$ cat src/rtl/mul_seq_ctrl.sv
// mul_seq_ctrl - sequential 8x8 unsigned multiplier controller.
//
// A single 4x4 multiplier (i4bit_mul) is time-shared over four CALC steps.
// Each step multiplies one nibble of A by one nibble of B, shifts the
// partial product by its weight and adds it into a 16-bit accumulator.
// The final sum is copied into the product register, which drives
// prod_high/prod_low and holds its value through IDLE until the next
// product is ready.
//
// Ports:
//   clk        rising-edge clock
//   rst        asynchronous active-high reset
//   in_valid   requester presents op_a/op_b
//   in_ready   controller idle and able to accept operands
//   op_a       8-bit unsigned multiplicand
//   op_b       8-bit unsigned multiplier
//   out_valid  product available (DONE)
//   out_ready  consumer takes the product
//   prod_low   product bits [7:0]
//   prod_high  product bits [15:8]
//   busy       high in CALC or DONE
//
// Build option:
//   MUL_SEQ_ZERO_SKIP_EN  when defined, a zero operand skips CALC and goes
//                         straight to DONE with a zero product.
//
// state | meaning
// ------+---------------------------------------------------------
// IDLE  | waiting for in_valid; in_ready high
// CALC  | four nibble multiply-accumulate steps, step = 0..3
// DONE  | product presented on out_valid until out_ready

module i4bit_mul (
  input  logic [3:0] a,
  input  logic [3:0] b,
  output logic [7:0] p
);
  assign p = a * b;
endmodule

module mul_seq_ctrl (
  input  logic       clk,
  input  logic       rst,
  input  logic       in_valid,
  output logic       in_ready,
  input  logic [7:0] op_a,
  input  logic [7:0] op_b,
  output logic       out_valid,
  input  logic       out_ready,
  output logic [7:0] prod_low,
  output logic [7:0] prod_high,
  output logic       busy
);

  typedef enum logic [1:0] {
    IDLE = 2'b00,
    CALC = 2'b01,
    DONE = 2'b10
  } state_t;

  state_t      state, state_nxt;
  logic [7:0]  a_q, b_q;
  logic [1:0]  step;
  logic [15:0] acc;
  logic [15:0] prod;
  logic        accept;

  logic [3:0]  nib_a, nib_b;
  logic [7:0]  pp;
  logic [15:0] pp_shift;
  logic [15:0] acc_sum;

  // step bit 0 picks the A nibble, step bit 1 picks the B nibble, which
  // yields the order lo*lo, hi*lo, lo*hi, hi*hi.
  assign nib_a = step[0] ? a_q[7:4] : a_q[3:0];
  assign nib_b = step[1] ? b_q[7:4] : b_q[3:0];

  i4bit_mul u_mul (
    .a (nib_a),
    .b (nib_b),
    .p (pp)
  );

  always_comb begin
    pp_shift = {8'h00, pp};
    case (step)
      2'd1, 2'd2: pp_shift = {4'h0, pp, 4'h0};
      2'd3:       pp_shift = {pp, 8'h00};
      default:    pp_shift = {8'h00, pp};
    endcase
  end

  assign acc_sum = acc + pp_shift;
  assign accept  = in_valid & in_ready;

  always_ff @(posedge clk or posedge rst) begin
    if (rst) state <= IDLE;
    else     state <= state_nxt;
  end

  always_comb begin
    state_nxt = state;
    in_ready  = 1'b0;
    out_valid = 1'b0;
    busy      = 1'b0;
    case (state)
      IDLE: begin
        in_ready = 1'b1;
        if (in_valid) begin
`ifdef MUL_SEQ_ZERO_SKIP_EN
          if ((op_a == 8'h00) || (op_b == 8'h00)) state_nxt = DONE;
          else                                    state_nxt = CALC;
`else
          state_nxt = CALC;
`endif
        end
      end
      CALC: begin
        busy = 1'b1;
        if (step == 2'd3) state_nxt = DONE;
      end
      DONE: begin
        busy      = 1'b1;
        out_valid = 1'b1;
        if (out_ready) state_nxt = IDLE;
      end
      default: state_nxt = IDLE;
    endcase
  end

  always_ff @(posedge clk or posedge rst) begin
    if (rst) begin
      a_q  <= 8'h00;
      b_q  <= 8'h00;
      step <= 2'd0;
      acc  <= 16'h0000;
      prod <= 16'h0000;
    end else if (accept) begin
      a_q  <= op_a;
      b_q  <= op_b;
      step <= 2'd0;
      acc  <= 16'h0000;
`ifdef MUL_SEQ_ZERO_SKIP_EN
      // Skipped operations still present a fresh (zero) product in DONE.
      if ((op_a == 8'h00) || (op_b == 8'h00)) prod <= 16'h0000;
`endif
    end else if (state == CALC) begin
      acc  <= acc_sum;
      step <= step + 2'd1;
      if (step == 2'd3) prod <= acc_sum;
    end
  end

  assign prod_low  = prod[7:0];
  assign prod_high = prod[15:8];

endmodule

$ cat config.mk
export PLATFORM = sky130hd
export DESIGN_NAME = mul_seq_ctrl
export DESIGN_NICKNAME = d
export VERILOG_FILES = /design/src/rtl/mul_seq_ctrl.sv
export SDC_FILE = /design/constraint.sdc
export NUM_CORES = 1
export LEC_CHECK = 0
export BUFFER_PORTS_ARGS = -buffer_cell sky130_fd_sc_hd__buf_2
export CAP_MARGIN = 30
export CORE_MARGIN = 1
export CORE_UTILIZATION = 46
export DETAILED_ROUTE_END_ITERATION = 6
export GPL_ROUTABILITY_DRIVEN = 1
export PLACE_DENSITY = 0.73
export SKIP_LAST_GASP = 1
export SYNTH_ARGS = -nofsm -noshare
export SYNTH_HDL_FRONTEND = slang
export SYNTH_SLANG_ARGS = --single-unit
$ cat constraint.sdc
create_clock -name clk -period 11 [get_ports clk]
set_input_delay 1.65 -clock clk [delete_from_list [all_inputs] [get_ports clk]]
set_output_delay 1.65 -clock clk [all_outputs]
set_load 0.02 [all_outputs]
* Word-level counts from Yosys, hierarchy flattened
Index checks and enable logic that the tools add are counted.
Word-level totals: register bits after elaboration 52, input bits 20, output and inout bits 19, word-level logic and storage cells 39
Operators by class: add/sub/neg operators 2, multipliers 1, equality and inequality tests 8, multiplexer cells 14, bitwise gates (word level) 2, reduce and logical (&&, ||, !) cells 6
Operators with widths (number):
- $mux 16 | 2
- $pmux 16 s2 | 1
- $add 16x16->16 | 1
- $mux 2 | 5
- $mul 4x4->8 | 1
- $mux 4 | 2
- $eq 2x2->1 const B | 3
- $ne 2x2->1 const B | 3
- $pmux 2 s3 | 1
- $reduce_and 3->1 | 2
- $eq 2x1->1 const B | 2
- $reduce_or 2->1 | 2
- $mux 1 | 3
- $add 2x1->2 const B | 1
- $logic_not 2->1 | 1
- $reduce_bool 2->1 | 1
- $and 1x1->1 | 1
- $not 1->1 | 1

* Depth between registers and ports, before layout
Gate-level depths: netlist of run 1.
depth after elaboration 6, mapped depth 21, depth with buffers taken out 19

* Modules after synthesis
A second synthesis of run 1 with hierarchy kept.
Second synthesis, totals: cells, all modules 380, area, all modules 3474.6 µm²
Modules (own cells, without submodules):
- mul_seq_ctrl | instances 1, cells an instance 329, area each 3025.4 µm², sequential area each 1301.2 µm²
- i4bit_mul | instances 1, cells an instance 51, area each 449.2 µm², sequential area each 0.0 µm²

* Worst setup path after synthesis of run 1
OpenSTA, ideal clock, no wires.
path type register -> register, start point register step[0], end point register prod[15], setup time 125 ps, data arrival time 4762 ps, required time 10875 ps, setup slack 6113 ps, cell stages (with the launch flop) 22, path buffers 2, period minus slack after synthesis 4887 ps, cell sequence dfrtp_1 -> clkbuf_1 -> mux2i_1 -> or2_2 -> fa_1 -> inv_1 -> fa_1 -> inv_1 -> fa_1 -> inv_1 -> a21o_1 -> a21oi_1 -> xor2_1 -> o21ai_0 -> ha_1 -> buf_6 -> a21oi_2 -> o21ai_1 -> a2111oi_2 -> a21oi_1 -> xor2_1 -> mux2_4
On the way: cells in the longest elaborated chain, start to end 4, elaborated cells on any way between the ends 9, classes of those cells 1 x add/sub; 1 x mul; 3 x eq/ne; 2 x mux; 2 x reduce/logical
Ends and longest elaborated chain:
- from (decl) | line 63 | logic [1:0] step;
- from (signal assigned) | line 149 | step <= step + 2'd1;
- $mux 4 (tied with other cells) | line 75 | assign nib_a = step[0] ? a_q[7:4] : a_q[3:0];
- $mul 4x4->8 / $reduce_or 2->1 (equally long branches) | line 38, 86
- $pmux 16 s2 | line 86 | case (step)
- $add 16x16->16 | line 93 | assign acc_sum = acc + pp_shift;
- to (signal assigned) | line 150 | if (step == 2'd3) prod <= acc_sum;
- to (decl) | line 65 | logic [15:0] prod;
Parallel ways exist; a longest one is shown, timed or not. A chain may end at the register's enable or synchronous reset.

* Worst setup path after layout of run 1
Same ends and word-level chain as after synthesis.

==> run_results.csv, run 1 <==
group,metric,value,unit
status,outcome,"completed",
clock_tree,htree_levels,2,
clock_tree,hold_buffers,0,
detailed_routing,wire_per_inst,14.8,um
power,p_clk_share,9.2,%
final_layout,final_nets,505,
critical_path,required,11.20,ns
timing,fmax,192,MHz
timing,skew,0.0127,ns
clock_tree,path_clk_slew,0.10,ns
critical_path,rr_endpoint,"prod[15]",
global_route,grt-ovfl-total,0,
detailed_routing,vias,3087,
timing,rsz0062_at_grt,"no",
yosys,synth_warnings,0,
placement,portBuffers,38,
timing,setup_viol,0,
critical_path,end_kind,"flop",
final_layout,area_growth,9.20,%
critical_path,arrival,5.42,ns
power,combPwrFrac,64.2,%
timing,finalHoldViolations,0,
yosys,yosysSeqAreaShare,35.4,%
detailed_routing,first_pass_iters,5,
yosys,syn_area_per_cell,8.83,um^2
timing,period_minus_slack,5.21,ns
yosys,yosys-top-cells-area,"dfrtp_1, ha_1, nand2_1",
yosys,synth_top_family_by_area,"simple AND/OR/NAND/NOR gates",
detailed_routing,drtIter0Drc,181,
worst_hold_path,min_path_cells,2,
final_layout,drive_gt1_share,15.6,%
final_layout,diodes,0,
timing,hold_slack,0.482,ns
detailed_routing,drt-total-wl,8150,um
power,power_frac_seq,26.6,%
yosys,synthTopCellsByCount,"nand2_1, dfrtp_1, nor2_1",
timing,slew_violations,0,
power,peakVddDrop,0.148,mV
timing,max_slew.worst_pin.slew,0.941,ns
power,p_leak,2.07,nW
placement,place_ws,5.80,ns
yosys,yosys_register_bits,52,
critical_path,r2r-start,"step[0]",
clock_tree,cts_tree,"built",
critical_path,r2r_setup_slack,5.79,ns
yosys,synth.mux.area_fraction,5.96,%
run,maxCapViolCount,0,
yosys,synth_top_area_share,35.4,%
yosys,synth.most_common_cell,"nand2_1",
detailed_routing,viasPerCell,5.61,
worst_hold_path,whs_endpoint,"prod[4]",
yosys,syn_area,3670,um^2
die,num_rows,32,
die,initial_utilization,47.5,%
worst_hold_path,min_path_type,"reg2reg",
yosys,syn_inst,416,
die,dieWidth,91.4,um
yosys,synth_top_flop_cell,"dfrtp_1",
global_route,gr-usage-all-layers,20.0,%
yosys,synth_compound_area_share,16.2,%
yosys,async_reset_ff_share,100,%
yosys,yosysUniqueCellTypes,59,
clock_tree,cts_sinks,52,
clock_tree,cts_setup_buffers,0,
timing,fin_crit_sh,47.4,%
critical_path,crit_fanout,10,
critical_path,ff2ff_path_depth,19,
yosys,synth_edf_count,0,
global_route,grt_max_degree,28,
global_route,grt_pass1_vias,2915,
placement,dp_hpwl,6280,um
timing,setup_slack,5.79,ns
critical_path,critical_path.startpoint_type,"flop",
clock_tree,cts_resized,0,
global_route,grt_pass1_wl,13400,um
power,p_per_area,287,nW/um^2
die,chipHeight,91.4,um
placement,gp_congestion,0.958,
critical_path,path_class,"reg2reg",
yosys,synth_top_area_cell,"dfrtp_1",
die,fp.coreArea,7730,um^2
power,power,0.00115,W
timing,tns,0,ns
yosys,synthesis.nets,473,
die,io_pins,39,
die,die_area,8350,um^2
worst_hold_path,hp-start,"prod[4]",
yosys,synthSimpleGateAreaFrac,20.8,%
clock_tree,cts_max_path_buffers,2,
power,netSwitchingFraction,49.5,%
clock_tree,cts_root_buf,"clkbuf_8",
detailed_routing,postRouteAntennaNets,0,
global_route,antenna_found_initial,0,
clock_tree,clk_latency,0.31,ns
detailed_routing,route.detailed.drc,0,
clock_tree,cts_buffers,5,
power,power.switching,0.000571,W
power,intPower,0.000582,W
timing,max_slew_margin,37.1,%
yosys,synth_adder_area_share,13.6,%
yosys,synth_xor_area_share,2.86,%
## critical path, cell delays in order, from the launching register on
cell	delay, ns
dfrtp_1	0.53
mux2i_1	0.24
or2_2	0.36
fa_1	0.53
inv_1	0.06
fa_1	0.57
inv_1	0.07
fa_1	0.46
inv_1	0.07
a21o_1	0.10
a21oi_1	0.07
xor2_1	0.25
o21ai_0	0.16
ha_1	0.42
a21oi_2	0.17
o21ai_1	0.11
a2111oi_2	0.36
a21oi_1	0.14
xor2_1	0.19
mux2_4	0.27
## state kept, by name, summed over array words and instances (netlist names)
register,cells
acc,16
a_q,8
state,2
prod,16
b_q,8
step,2
## metal layers
layer  share of wire, %  vias up  GRT usage [%]
met5                  0        -              0
met4                1.6        0           4.76
met3                3.9       11           2.43
met2                 49       76           34.5
met1                 45     1492           26.9
li1                   -     1508              -
## power groups by stage
stage	logic, W	clock network, W	registers [W]
floorplan	0.000567	0	0.000317
global placement	0.000713	0	0.000308
detailed placement	0.000732	0	0.000310
CTS	0.000738	0.000109	0.000307
global route	0.000815	0.000118	0.000317
finish	0.000740	0.000106	0.000307
## per-stage QoR
stage                     area (um^2)  cells  utilization, %
after floorplan                  3670    416               -
after global placement           3910    542            50.6
after detailed placement         3930    543            50.9
after CTS                        4010    550            51.9
after global routing             4010    550            51.9
final                            4010    550            51.9
## placed cells by master (no fill, tap or decap), drive strengths merged, types with 5 or more instances in the layout
cell type,netlist,routed
fa,5,5
a211oi,7,7
xor2,7,7
nand2,89,89
xnor2,5,5
nor3,9,9
nor2,37,37
ha,32,32
o21ai,21,21
o31ai,6,6
mux2i,17,17
buf,8,42
inv,22,22
dfrtp,52,52
a21o,9,9
a21oi,19,19
clkbuf,9,5
nand3,9,9
## kinds of logic (layout without fill, tap and decap cells)
group | count (synthesis) | in the layout
xor+xnor | 12 | 12
compound gates | 83 | 83
flops | 52 | 52
simple gates | 172 | 172
fa+ha+maj | 37 | 37
mux | 21 | 21
buf+inv | 39 | 71
## worst max-delay path by stage
stage / startpoint / slack, ns / cells after the start / to
floorplan: step[0] / 6.11 / 21 / prod[15]
CTS: step[0] / 5.81 / 19 / prod[15]
finish: step[0] / 5.79 / 19 / prod[15]
global placement: step[0] / 5.99 / 19 / prod[15]
global route: step[0] / 5.52 / 17 / acc[14]
detailed placement: step[0] / 5.80 / 19 / prod[15]
## final cells by class
cell class / instances / area [um^2]
Sequential cell: 52 / 1300
Multi-Input combinational cell: 325 / 2190
Fill cell: 716 / 3720
Clock buffer: 5 / 68.8
Tap cell: 102 / 128
Inverter: 22 / 82.6
Timing Repair Buffer: 42 / 233
Clock inverter: 2 / 12.5
Note: power is estimated with default switching activity, not from simulation.
==> run 2: changes to the inputs <==
--- a/config.mk
+++ b/config.mk
@@ -5,13 +5,14 @@
 export SDC_FILE = /design/constraint.sdc
 export NUM_CORES = 1
 export LEC_CHECK = 0
+export ABC_AREA = 1
 export BUFFER_PORTS_ARGS = -buffer_cell sky130_fd_sc_hd__buf_2
 export CAP_MARGIN = 30
 export CORE_MARGIN = 1
 export CORE_UTILIZATION = 46
 export DETAILED_ROUTE_END_ITERATION = 6
 export GPL_ROUTABILITY_DRIVEN = 1
-export PLACE_DENSITY = 0.73
+export PLACE_DENSITY = 0.76
 export SKIP_LAST_GASP = 1
 export SYNTH_ARGS = -nofsm -noshare
 export SYNTH_HDL_FRONTEND = slang
==> constraint.sdc (replaced) <==
create_clock -name clk -period 4.55 [get_ports clk]
set_input_delay 0.6825 -clock clk [delete_from_list [all_inputs] [get_ports clk]]
set_output_delay 0.6825 -clock clk [all_outputs]
set_load 0.02 [all_outputs]
==> run 2 against run 1 <==
Core utilization increased by 4.0 points. Global-route usage is 0.13 points higher. Maximum frequency increased by 19%. Power up 140%. Via count grew 0.39%. Sequential cell count stayed put. Setup slack got worse by 5.6 ns. Critical endpoint is now acc[11]. Die area is 3.0% lower. Count of clock-buffer cells in the layout grew 2. Cell area increased by 2.7%. Wire length is 4.5% lower.
==> run_results.csv, run 2 <==
group,metric,value,unit
clock_tree,path_clk_slew,0.09,ns
clock_tree,cts_sinks,52,
yosys,synth_top_area_cell,"dfrtp_1",
global_route,gr-usage-all-layers,20.2,%
die,initial_utilization,48.3,%
final_layout,final_nets,563,
die,num_rows,31,
detailed_routing,route.detailed.drc,0,
global_route,grt_pass1_wl,13300,um
critical_path,slowest_delay,0.54,ns
timing,slew_violations,0,
critical_path,cpMostUsedCell,"nand2_1",
yosys,yosys_register_bits,52,
yosys,synth_warnings,0,
yosys,async_reset_ff_share,100,%
critical_path,worstPathCellList,"nand2_1 > o21ai_0 > or2_2 > fa_1 > inv_1 > fa_1 > ha_4 > nand2_1 > nand2_1 > a31oi_1 > xor2_1 > o22ai_1 > ha_1 > nand2_2 > inv_1 > a21oi_2 > nand2_2 > a21oi_2 > xor2_1 > o21ai_1",
critical_path,required,4.75,ns
timing,setup_viol,0,
power,combPwrFrac,63.6,%
yosys,yosys-top-cells-area,"dfrtp_1, nand2_1, ha_1",
placement,gp_congestion,0.955,
yosys,syn_inst,460,
yosys,yosysUniqueCellTypes,34,
yosys,synth.most_common_cell,"nand2_1",
final_layout,fillerInstances,701,
final_layout,most-common-layout-cells,"nand2_1, dfrtp_1, inv_1, buf_2, nor2_1",
yosys,yosysSeqAreaShare,36.5,%
clock_tree,cts_buffers,5,
power,netSwitchingFraction,48.3,%
placement,dp_hpwl,6170,um
final_layout,top_regs,"acc (16), prod (16)",
power,power.switching,0.00133,W
yosys,syn_area_per_cell,7.74,um^2
global_route,grt_max_degree,33,
timing,max_slew.worst_pin.slew,0.463,ns
power,p_leak,2.29,nW
yosys,synthesis.nets,517,
final_layout,area_growth,15.7,%
detailed_routing,viasPerCell,5.11,
timing,fin_crit_sh,96.0,%
power,p_clk_share,10.1,%
detailed_routing,postRouteAntennaNets,0,
clock_tree,cts_root_buf,"clkbuf_8",
placement,portBuffers,38,
status,outcome,"completed",
die,dieWidth,90.0,um
detailed_routing,drt-total-wl,7780,um
critical_path,arrival,4.57,ns
die,io_pins,39,
timing,fmax,229,MHz
die,fp.coreArea,7370,um^2
detailed_routing,drtIter0Drc,103,
timing,period_minus_slack,4.37,ns
final_layout,drive_gt1_share,19.7,%
clock_tree,cts_max_path_buffers,2,
power,p_per_area,667,nW/um^2
clock_tree,hold_buffers,0,
power,power,0.00275,W
critical_path,critical_path.startpoint_type,"flop",
critical_path,end_kind,"flop",
worst_hold_path,min_path_type,"in2async",
detailed_routing,first_pass_iters,4,
critical_path,crit_fanout,6,
clock_tree,cts_tree,"built",
final_layout,diodes,0,
clock_tree,htree_levels,2,
detailed_routing,wire_per_inst,12.8,um
power,power_frac_seq,26.3,%
critical_path,path_class,"reg2reg",
final_layout,final_common_cell,"nand2_1",
critical_path,cp_slowest_cell,"fa_1",
die,die_area,8100,um^2
run,maxCapViolCount,0,
power,intPower,0.00142,W
detailed_routing,vias,3099,
die,chipHeight,90.0,um
yosys,synth_top_flop_cell,"dfrtp_1",
timing,setup_slack,0.180,ns
yosys,synth_edf_count,0,
global_route,antenna_found_initial,0,
yosys,syn_area,3560,um^2
yosys,synth_top_area_share,36.5,%
yosys,synthTopCellsByCount,"nand2_1, dfrtp_1, inv_1",
timing,finalHoldViolations,0,
global_route,grt_pass1_vias,3035,
timing,max_slew_margin,69.1,%
global_route,grt-ovfl-total,0,
clock_tree,clk_latency,0.30,ns
power,peakVddDrop,0.297,mV
timing,skew,0.00456,ns
placement,place_ws,-0.0360,ns
## run 2: worst max-delay path: cells and delay by family, from the launching register on
family | cells | cell delay [ns]
adder cells (fa/ha/maj) | 4 | 1.61
AO/OA/AOI/OAI | 6 | 0.85
flip-flops | 1 | 0.46
XOR/XNOR | 2 | 0.48
buffers and inverters | 2 | 0.10
AND/OR/NAND/NOR | 6 | 0.77
## run 2: path summary, 6_finish.rpt
kind | startpoint | to | slack, ns | cells past startpoint
worst max-delay path | step[1] | acc[11] | 0.18 | 20
min in group clk | prod[10] | prod[10] | 0.48 | 2
worst min-delay path | rst | a_q[7] | 0.37 | 2
worst max register to register | step[1] | acc[11] | 0.18 | 20
max in group asynchronous | rst | acc[12] | 3.66 | 3
worst min register to register | prod[10] | prod[10] | 0.48 | 2
## run 2: metal layers
metal / track usage, % / routed length, um
met1: 25.2 / 3620
met3: 3.38 / 249
met2: 35.5 / 3780
met4: 6.18 / 123
met5: 0 / 0
## run 2: through the flow
stage               TNS (ns)  hold slack (ns)  cells  area (um^2)  utilization [%]
finish                     0            0.374    606         4120             55.9
global route          -0.617            0.402    606         4120             55.9
CTS                        0            0.386    601         3970             53.8
detailed placement   -0.0510            0.461    593         3870             52.5
global placement           0            0.459    592         3850             52.2
floorplan                  0            0.444    460         3560                -
## run 2: power by group through the flow
stage | Sequential [W] | Combinational, W | Clock (W)
2_1_floorplan | 0.000754 | 0.00117 | 0
3_3_place_gp | 0.000724 | 0.00152 | 0
3_5_place_dp | 0.000729 | 0.00157 | 0
4_1_cts | 0.000723 | 0.00158 | 0.000284
5_1_grt | 0.000740 | 0.00196 | 0.000305
6_report | 0.000721 | 0.00175 | 0.000277
## run 2: what timing repair did
item / CTS / global route
setup endpoints to repair: 8 / 17
pin swaps: 0 / 14
gates cloned: 0 / 0
buffers inserted: 0 / 5
resized for setup: 3 / 23
## run 2: cell type report
type                            count  area (um^2)  area share, %
Sequential cell                    52         1300           31.7
Inverter                           50          195           4.74
Clock buffer                        7         86.3           2.10
Multi-Input combinational cell    351         2140           51.9
Timing Repair Buffer               46          263           6.38
Clock inverter                      1         7.51          0.182
Tap cell                           99          124           3.01
## run 2: kinds of logic (layout without fill, tap and decap cells)
family	count (synthesis)	count (layout)	synth area share, %
buffers and inverters	57	104	6.64
AOI/OAI and AO/OA	51	51	8.61
DFF	52	52	36.5
and+or+nand+nor	245	245	29.5
xor gates and xnor gates	11	11	2.71
adders and majority gates	37	37	14.1
muxes	7	7	1.97
